--- src/rtl/multi_injector_sequencer.sv ---
// multi_injector_sequencer: CYLINDERS-wide crank-synchronous injector bank.
// Optional INJ_OVERLAP_LIMIT_EN caps concurrent pulses at MAX_ACTIVE.
module multi_injector_sequencer #(
  parameter int         CYLINDERS   = 4,
  parameter int         NUM_TEETH   = 60,
  parameter int         PW_WIDTH    = 20,
  parameter logic [1:0] INTAKE_CODE = 2'b00,
  localparam int        TW          = $clog2(NUM_TEETH)
) (
  input  logic                    clk,
  input  logic                    reset,
  input  logic                    on,
  input  logic [TW-1:0]           crank_counter,
  input  logic                    crank_changed,
  input  logic [2*CYLINDERS-1:0]  stroke,
  input  logic [CYLINDERS-1:0]    allow_injection,
  input  logic [TW*CYLINDERS-1:0] start_tooth,
  input  logic [PW_WIDTH-1:0]     pulse_width,
  input  logic                    pw_valid,
  output logic [CYLINDERS-1:0]    inject,
  output logic [CYLINDERS-1:0]    done,
  output logic [CYLINDERS-1:0]    fault
);

`ifdef INJ_OVERLAP_LIMIT_EN
  localparam int MAX_ACTIVE = 2;
  typedef enum logic [2:0] {
    S_IDLE, S_ARMED, S_INJECT, S_HOLD, S_PENDING
  } state_t;
  int busy;
`else
  typedef enum logic [1:0] {
    S_IDLE, S_ARMED, S_INJECT, S_HOLD
  } state_t;
`endif

  state_t              state_q [CYLINDERS];
  state_t              state_d [CYLINDERS];
  logic [PW_WIDTH-1:0] pw_q    [CYLINDERS];
  logic [PW_WIDTH-1:0] pw_d    [CYLINDERS];
  logic [PW_WIDTH-1:0] cnt_q   [CYLINDERS];
  logic [PW_WIDTH-1:0] cnt_d   [CYLINDERS];
  logic [PW_WIDTH-1:0] shadow_q;
  logic [CYLINDERS-1:0] match;
  logic [CYLINDERS-1:0] intake;
  logic [CYLINDERS-1:0] inject_d;
  logic [CYLINDERS-1:0] done_d;
  logic [CYLINDERS-1:0] fault_d;

  always_comb begin
    match  = '0;
    intake = '0;
    for (int i = 0; i < CYLINDERS; i++) begin
      match[i]  = crank_changed &&
                  (crank_counter == start_tooth[TW*i +: TW]);
      intake[i] = (stroke[2*i +: 2] == INTAKE_CODE);
    end
  end

  always_comb begin
`ifdef INJ_OVERLAP_LIMIT_EN
    // slots held by pulses that keep running past this edge
    busy = 0;
    for (int i = 0; i < CYLINDERS; i++)
      if (state_q[i] == S_INJECT && cnt_q[i] != PW_WIDTH'(1))
        busy = busy + 1;
`endif
    for (int i = 0; i < CYLINDERS; i++) begin
      state_d[i]  = state_q[i];
      pw_d[i]     = pw_q[i];
      cnt_d[i]    = cnt_q[i];
      done_d[i]   = 1'b0;
      fault_d[i]  = 1'b0;
      if (!on) begin
        state_d[i] = S_IDLE;
        pw_d[i]    = '0;
        cnt_d[i]   = '0;
      end else begin
        unique case (state_q[i])
          S_IDLE: begin
            if (allow_injection[i] && intake[i]) begin
              state_d[i] = S_ARMED;
              pw_d[i]    = pw_valid ? pulse_width : shadow_q;
            end
          end
          S_ARMED: begin
            if (!allow_injection[i]) begin
              state_d[i] = S_IDLE;
              fault_d[i] = 1'b1;
            end else if (match[i]) begin
              if (pw_q[i] == '0) begin
                state_d[i] = S_HOLD;
                done_d[i]  = 1'b1;
`ifdef INJ_OVERLAP_LIMIT_EN
              end else if (busy >= MAX_ACTIVE) begin
                state_d[i] = S_PENDING;
`endif
              end else begin
                state_d[i] = S_INJECT;
                cnt_d[i]   = pw_q[i];
`ifdef INJ_OVERLAP_LIMIT_EN
                busy = busy + 1;
`endif
              end
            end
          end
          S_INJECT: begin
            if (cnt_q[i] <= PW_WIDTH'(1)) begin
              state_d[i] = S_HOLD;
              cnt_d[i]   = '0;
              done_d[i]  = 1'b1;
            end else begin
              cnt_d[i] = cnt_q[i] - PW_WIDTH'(1);
            end
          end
          S_HOLD: begin
            if (!allow_injection[i])
              state_d[i] = S_IDLE;
          end
`ifdef INJ_OVERLAP_LIMIT_EN
          S_PENDING: begin
            if (!allow_injection[i]) begin
              state_d[i] = S_IDLE;
              fault_d[i] = 1'b1;
            end else if (busy < MAX_ACTIVE) begin
              state_d[i] = S_INJECT;
              cnt_d[i]   = pw_q[i];
              busy = busy + 1;
            end
          end
`endif
          default: state_d[i] = S_IDLE;
        endcase
      end
      inject_d[i] = (state_d[i] == S_INJECT);
    end
  end

  always_ff @(posedge clk) begin
    if (reset) begin
      shadow_q <= '0;
      inject   <= '0;
      done     <= '0;
      fault    <= '0;
      for (int i = 0; i < CYLINDERS; i++) begin
        state_q[i] <= S_IDLE;
        pw_q[i]    <= '0;
        cnt_q[i]   <= '0;
      end
    end else begin
      if (pw_valid)
        shadow_q <= pulse_width;
      inject <= inject_d;
      done   <= done_d;
      fault  <= fault_d;
      for (int i = 0; i < CYLINDERS; i++) begin
        state_q[i] <= state_d[i];
        pw_q[i]    <= pw_d[i];
        cnt_q[i]   <= cnt_d[i];
      end
    end
  end

endmodule

--- config.mk ---
export PLATFORM = sky130hd
export DESIGN_NAME = multi_injector_sequencer
export DESIGN_NICKNAME = d
export VERILOG_FILES = /design/src/rtl/multi_injector_sequencer.sv
export SDC_FILE = /design/constraint.sdc
export NUM_CORES = 1
export LEC_CHECK = 0
export ABC_CLOCK_PERIOD_IN_PS = 3600
export CORE_ASPECT_RATIO = 1.25
export CORE_MARGIN = 2
export CORE_UTILIZATION = 29
export DETAILED_ROUTE_END_ITERATION = 8
export HOLD_SLACK_MARGIN = 0.02
export PLACE_DENSITY = 0.5
export SLEW_MARGIN = 20
export SYNTH_ARGS = -nofsm -noshare
export SYNTH_HDL_FRONTEND = slang
export SYNTH_SLANG_ARGS = --single-unit
--- constraint.sdc ---
create_clock -name clk -period 3.6 [get_ports clk]
set_input_delay 0.72 -clock clk [delete_from_list [all_inputs] [get_ports clk]]
set_output_delay 0.72 -clock clk [all_outputs]
set_load 0.01 [all_outputs]
=== Word-level counts from Yosys, hierarchy flattened ===
Memory sizes are Yosys's and may differ from the RTL's.
Index checks and enable logic that the tools add are counted.

* $add $sub $neg: 4
* Order comparisons: 4
* Eq/ne operators: 20
* Multiplexer cells: 108
* Bitwise gates (word level): 17
* Reduce and logical (&&, ||, !) cells: 25

{| class="wikitable"
|+ Operator list
! kind !! count
|-
| 20-bit two-way mux || 41
|-
| 20-bit one-hot mux with 2 select lines || 4
|-
| 20-bit by 1-bit less-or-equal comparator with 1-bit output (second input constant) || 4
|-
| 20-bit zero test || 4
|-
| 20-bit by 1-bit subtractor with 20-bit output (second input constant) || 4
|-
| 2-bit two-way mux || 28
|-
| 2-bit one-hot mux with 4 select lines || 4
|-
| 1-bit two-way mux || 27
|-
| 2-bit == test (second input constant) || 12
|-
| 6-bit == test || 4
|-
| 2-bit zero test || 8
|-
| 1-bit OR || 12
|-
| 3-bit OR reduction || 4
|-
| 2-bit by 1-bit == test with 1-bit output (second input constant) || 4
|-
| 1-bit logical AND || 8
|-
| 1-bit one-hot mux with 2 select lines || 4
|-
| 1-bit NOT || 5
|-
| 2-bit OR reduction || 1
|}

* Flip-flop bits (word level): 32
* Bits in writable memories: 168
* Logic and storage cells: 188
* Memories kept: 3

{| class="wikitable"
|+ Memory list
! memory !! depth !! bits a word !! rd ports !! clocked after Yosys merged registers in !! write ports !! line !! source
|-
| cnt_q || 4 || 20 || 4 || 0 || 4 || 41 || <nowiki>logic [PW_WIDTH-1:0] cnt_q [CYLINDERS];</nowiki>
|-
| pw_q || 4 || 20 || 4 || 0 || 4 || 39 || <nowiki>logic [PW_WIDTH-1:0] pw_q [CYLINDERS];</nowiki>
|-
| state_q || 4 || 2 || 4 || 0 || 4 || 37 || <nowiki>state_t state_q [CYLINDERS];</nowiki>
|}

=== Longest topological paths before layout ===
An unclocked memory read counts as a cell.

* Depth after elaboration: 8
* Depth in mapped cells: 10
* Gate-level depth less buffers: 8

=== Worst setup path after synthesis ===
Ideal clock, no wire load.

* Kind: in2reg
* Start: input crank_counter[0]
* End: memory cnt_q[0][19]
* Library setup time: 130 ps
* Arrival: 2677 ps
* Required time: 3470 ps
* Path slack: 793 ps
* Cell stages on the path: 8
* Path through: clkbuf_1 xnor2_1 nand4_1 a2111oi_1 nor2_1 clkbuf_1 o211ai_1 o31ai_1

{| class="wikitable"
|+ RTL lines
! what !! line !! source
|-
| start, declared || 13 || <nowiki>input logic [TW-1:0] crank_counter,</nowiki>
|-
| end, declared || 41 ||
|}

==> results by group <==
Outcome
  • Outcome: complete, no violations

Synth
  • #FFs+latches synth: 200
  • Largest cells by area after synthesis: dfxtp_1 (39%), nor2_1 (7.0%), a211oi_1 (6.3%), a21oi_1 (4.9%), o21ai_0 (3.9%)
  • Post-synth top cells: dfxtp_1 (200), nor2_1 (195), a21oi_1 (102)
  • Async SR Flop Fraction: 0%
  • Top-count cell post-synth: dfxtp_1
  • Mux contribution to synthesized area: ~2.6%
  • Post-synth top area cell: dfxtp_1
  • Compound-Gate Fraction of Synth Area: between 20 and 25%
  • Net count after synthesis: 1398
  • Adder-cell share of the synthesized area: between 3 and 4%
  • Largest family of logic cells by synthesized area: compound AO/OA/AOI/OAI gates
  • Post-Syn Instances: roughly 1.3k
  • Synthesized cell area: between 0.01 and 0.015 sq mm
  • Seq/Total Area, Yosys: 38.53%
  • Post-Synth XOR/XNOR Area: 2.191%
  • Cell variety after synth: 69
  • Area share of the largest cell type after synthesis: ~39%
  • YS warnings: 0
  • Avg Cell Area, Syn: around 8.0 sq um
  • Ys flop type: dfxtp_1
  • Post-synth EDFFs: 0
  • Post-Synth Simple-Gate Area: a little under a quarter

STA
  • RSZ-0062 raised after global routing: false
  • Tightest Pin Transition: between 900 and 1000 ps
  • TNS Setup: 0 ps
  • Part of the cycle the worst path needs: 80.39%
  • Worst rel slew slack: 36.28%
  • Final setup viols: 0
  • Tmin final: approximately 2900 ps
  • Clk_skew: ~12 ps
  • Fmax achieved: between 300 and 400 MHz
  • Pins over their slew limit: 0
  • Final hold vios: 0

Clock tree
  • Post-CTS resize count: 0
  • CTS tree: built
  • Clk slew on worst S/H paths: about 80 ps
  • H-tree depth: 4
  • CTS max path bufs: 2
  • Clock sinks: 200
  • Worst skew pair latency: around 460 ps
  • Root Driver: clkbuf_16
  • TritonCTS buffer count: 17
  • Post-CTS setup buffers: 0
  • Post-CTS Hold Buffers: 0

Power and ir drop
  • Switching Share: a little over a quarter
  • Power Dens Cells: 383.0 mW/mm^2
  • Peak VDD IR: 0.0003632 V
  • Sw Pwr: 1.305 mW
  • Flop pwr share: a little under half
  • Comb power frac: roughly a tenth
  • Internal Dissipation: 3.443 mW
  • Leak pwr: roughly 4.5 nW
  • Clock power share: 42.4%

Worst setup path
  • Buf/Inv on CP: 1
  • Critical Path AT: approximately 3200 ps
  • Worst-path fanout max: 14
  • Worst Setup Start Kind: flip-flop
  • CP delay by family, top: simple AND/OR/NAND/NOR gates
  • FF-to-FF Start: cnt_q[0][11]
  • Reg2Reg Setup Slack: a little over 700 ps
  • CP cell instances: or4_4 > or3_1 > o41ai_4 > buf_4 > a21oi_1 > o21ai_0 > a21oi_1
  • Critical path type: flip-flop to flip-flop
  • Reg-to-reg endpoint: cnt_q[0][6]
  • FF-to-FF path depth: 7
  • CP dominant cell by count: a21oi_1
  • Delay of the slowest critical-path stage: approximately 700 ps
  • Worst setup EP type: flip-flop
  • Worst path slowest cell: o41ai_4
  • WP data required: between 3000 and 4000 ps

Min path
  • Hold_sp: cnt_q[3][13]
  • Worst Hold Class: flip-flop to flip-flop
  • Hold path cells: 2
  • Hold path endpoint: cnt_q[3][13]

Route
  • Routed Antenna Nets: 0
  • Vias: between 9k and 10k
  • Iter 0 DRT Violations: 644
  • Vias per cell: 5.291
  • DRC Markers: 0
  • Avg WL per Cell: approximately 18 microns
  • Pre-Repair DR Iteration Count: 5
  • Total Wirelength: about 33000 microns

Finish
  • Share of post-route cells with drive strength above 1: under 10%
  • N_diodes: 0
  • Area Overhead vs Synth: 19.29%
  • Post-Layout Cell Count: 1838
  • Fin nets: ~1.4k
  • Filler cells: 3711

Placement
  • DP Cell Count: between 1.5k and 2k
  • DP HPWL: approximately 24000 microns
  • Gpl congestion: roughly 0.86
  • Port Buf Inserts: between 70 and 80

Floorplanning
  • Chip Height: 215.7 microns
  • Top-level I/O count: 79
  • DIE AREA: about 0.037 sq mm
  • Row Count: between 70 and 80
  • Core area: ~0.035 sq mm
  • Initial Util: slightly below 30%
  • Chip Width: approximately 170 microns

Global routing
  • GRT overflow: 0
  • First-pass GRT wire length: ~52000 microns
  • Initial antenna violation count: 0
  • Total Routing Usage GR: 17.32%
  • Vias in the first global route: ~9.3k
  • Largest net degree at the start of global routing: 49

Flow run
  • Max Cap Viol: 0
[tightest hold or removal path: cells and delay by family (launching register included)]
kind / cells / cell delay [ps]
compound gates: 1 / 50
flops: 1 / 320
simple gates: 1 / 60
[placed cells by master (no fill, tap or decap), types with 23 or more instances in the layout]
cell             count
a211oi_1            87
nor3_1              48
nand3_1             23
nand2_1             64
o21ai_0             81
dfxtp_1            200
nor2_1             194
clkdlybuf4s50_1     78
buf_4               38
mux2i_1             25
nor2b_1             31
nor4_1              38
inv_1               43
a21oi_1            102
ha_1                28
[final cells by class]
type	instances	area (sq um)	share of cell area, %
Clock buffer	17	425.4	3.432
Inverter	43	161.4	1.302
Sequential cell	200	4004	32.30
Clock inverter	15	175.2	1.413
Multi-Input combinational cell	969	5892	47.53
Timing Repair Buffer	120	1146	9.245
Tap cell	474	593.1	4.784
[worst max-delay path by stage]
| stage | from | cells past startpoint | end |
|---|---|---|---|
| CTS | cnt_q[0][11] | 7 | cnt_q[0][6] |
| finish | cnt_q[0][11] | 7 | cnt_q[0][6] |
| detailed placement | crank_counter[3] | 9 | cnt_q[0][16] |
| floorplan | crank_counter[0] | 8 | cnt_q[0][19] |
| global placement | crank_counter[3] | 9 | cnt_q[0][14] |
| global route | cnt_q[0][11] | 7 | cnt_q[0][4] |
[layer usage]
metal / share of wire (%) / track usage [%] / routed length, microns / vias to the layer above
met5: 0 / 0 / 0 / -
met4: 2.5 / 6.045 / 816 / 0
met3: 2.8 / 2.255 / 929 / 46
met2: 49 / 30.11 / 16070 / 190
met1: 45 / 21.97 / 14780 / 4640
li1: - / - / - / 4848
[power by group through the flow]
stage                     sequential, mW  clock, mW  combinational (mW)
after floorplan                     2.32          0               0.249
after global placement              2.33          0               0.459
after detailed placement            2.33          0               0.461
after CTS                           2.28       2.06               0.462
after global routing                2.28       2.14               0.503
final                               2.28       2.01               0.458
[kinds of logic after synthesis]
group,count (synthesis)
fa+ha+maj,28
simple gates,494
compound gates,394
flops,200
mux,27
xor+xnor,26
buf+inv,134
[registers in the layout, summed over array words and instances, names as in the netlist]
register,count
cnt_q,80
done,4
fault,4
inject,4
pw_q,80
shadow_q,20
state_q,8
[through the flow]
stage                     setup WS, ps  instance area [sq um]  hold slack [ps]  power (mW)  util (%)
after global routing             520.4                  12400            492.3       4.925     35.06
after detailed placement         233.1                  11790            468.0       2.790     33.36
after CTS                        689.0                  12390            479.9       4.799     35.05
after global placement           276.3                  11790            462.8       2.787     33.36
after floorplan                  792.6                  10390            442.6       2.566         -
final                            705.9                  12400            477.5       4.748     35.06
Power figures use the tool's default switching activity.
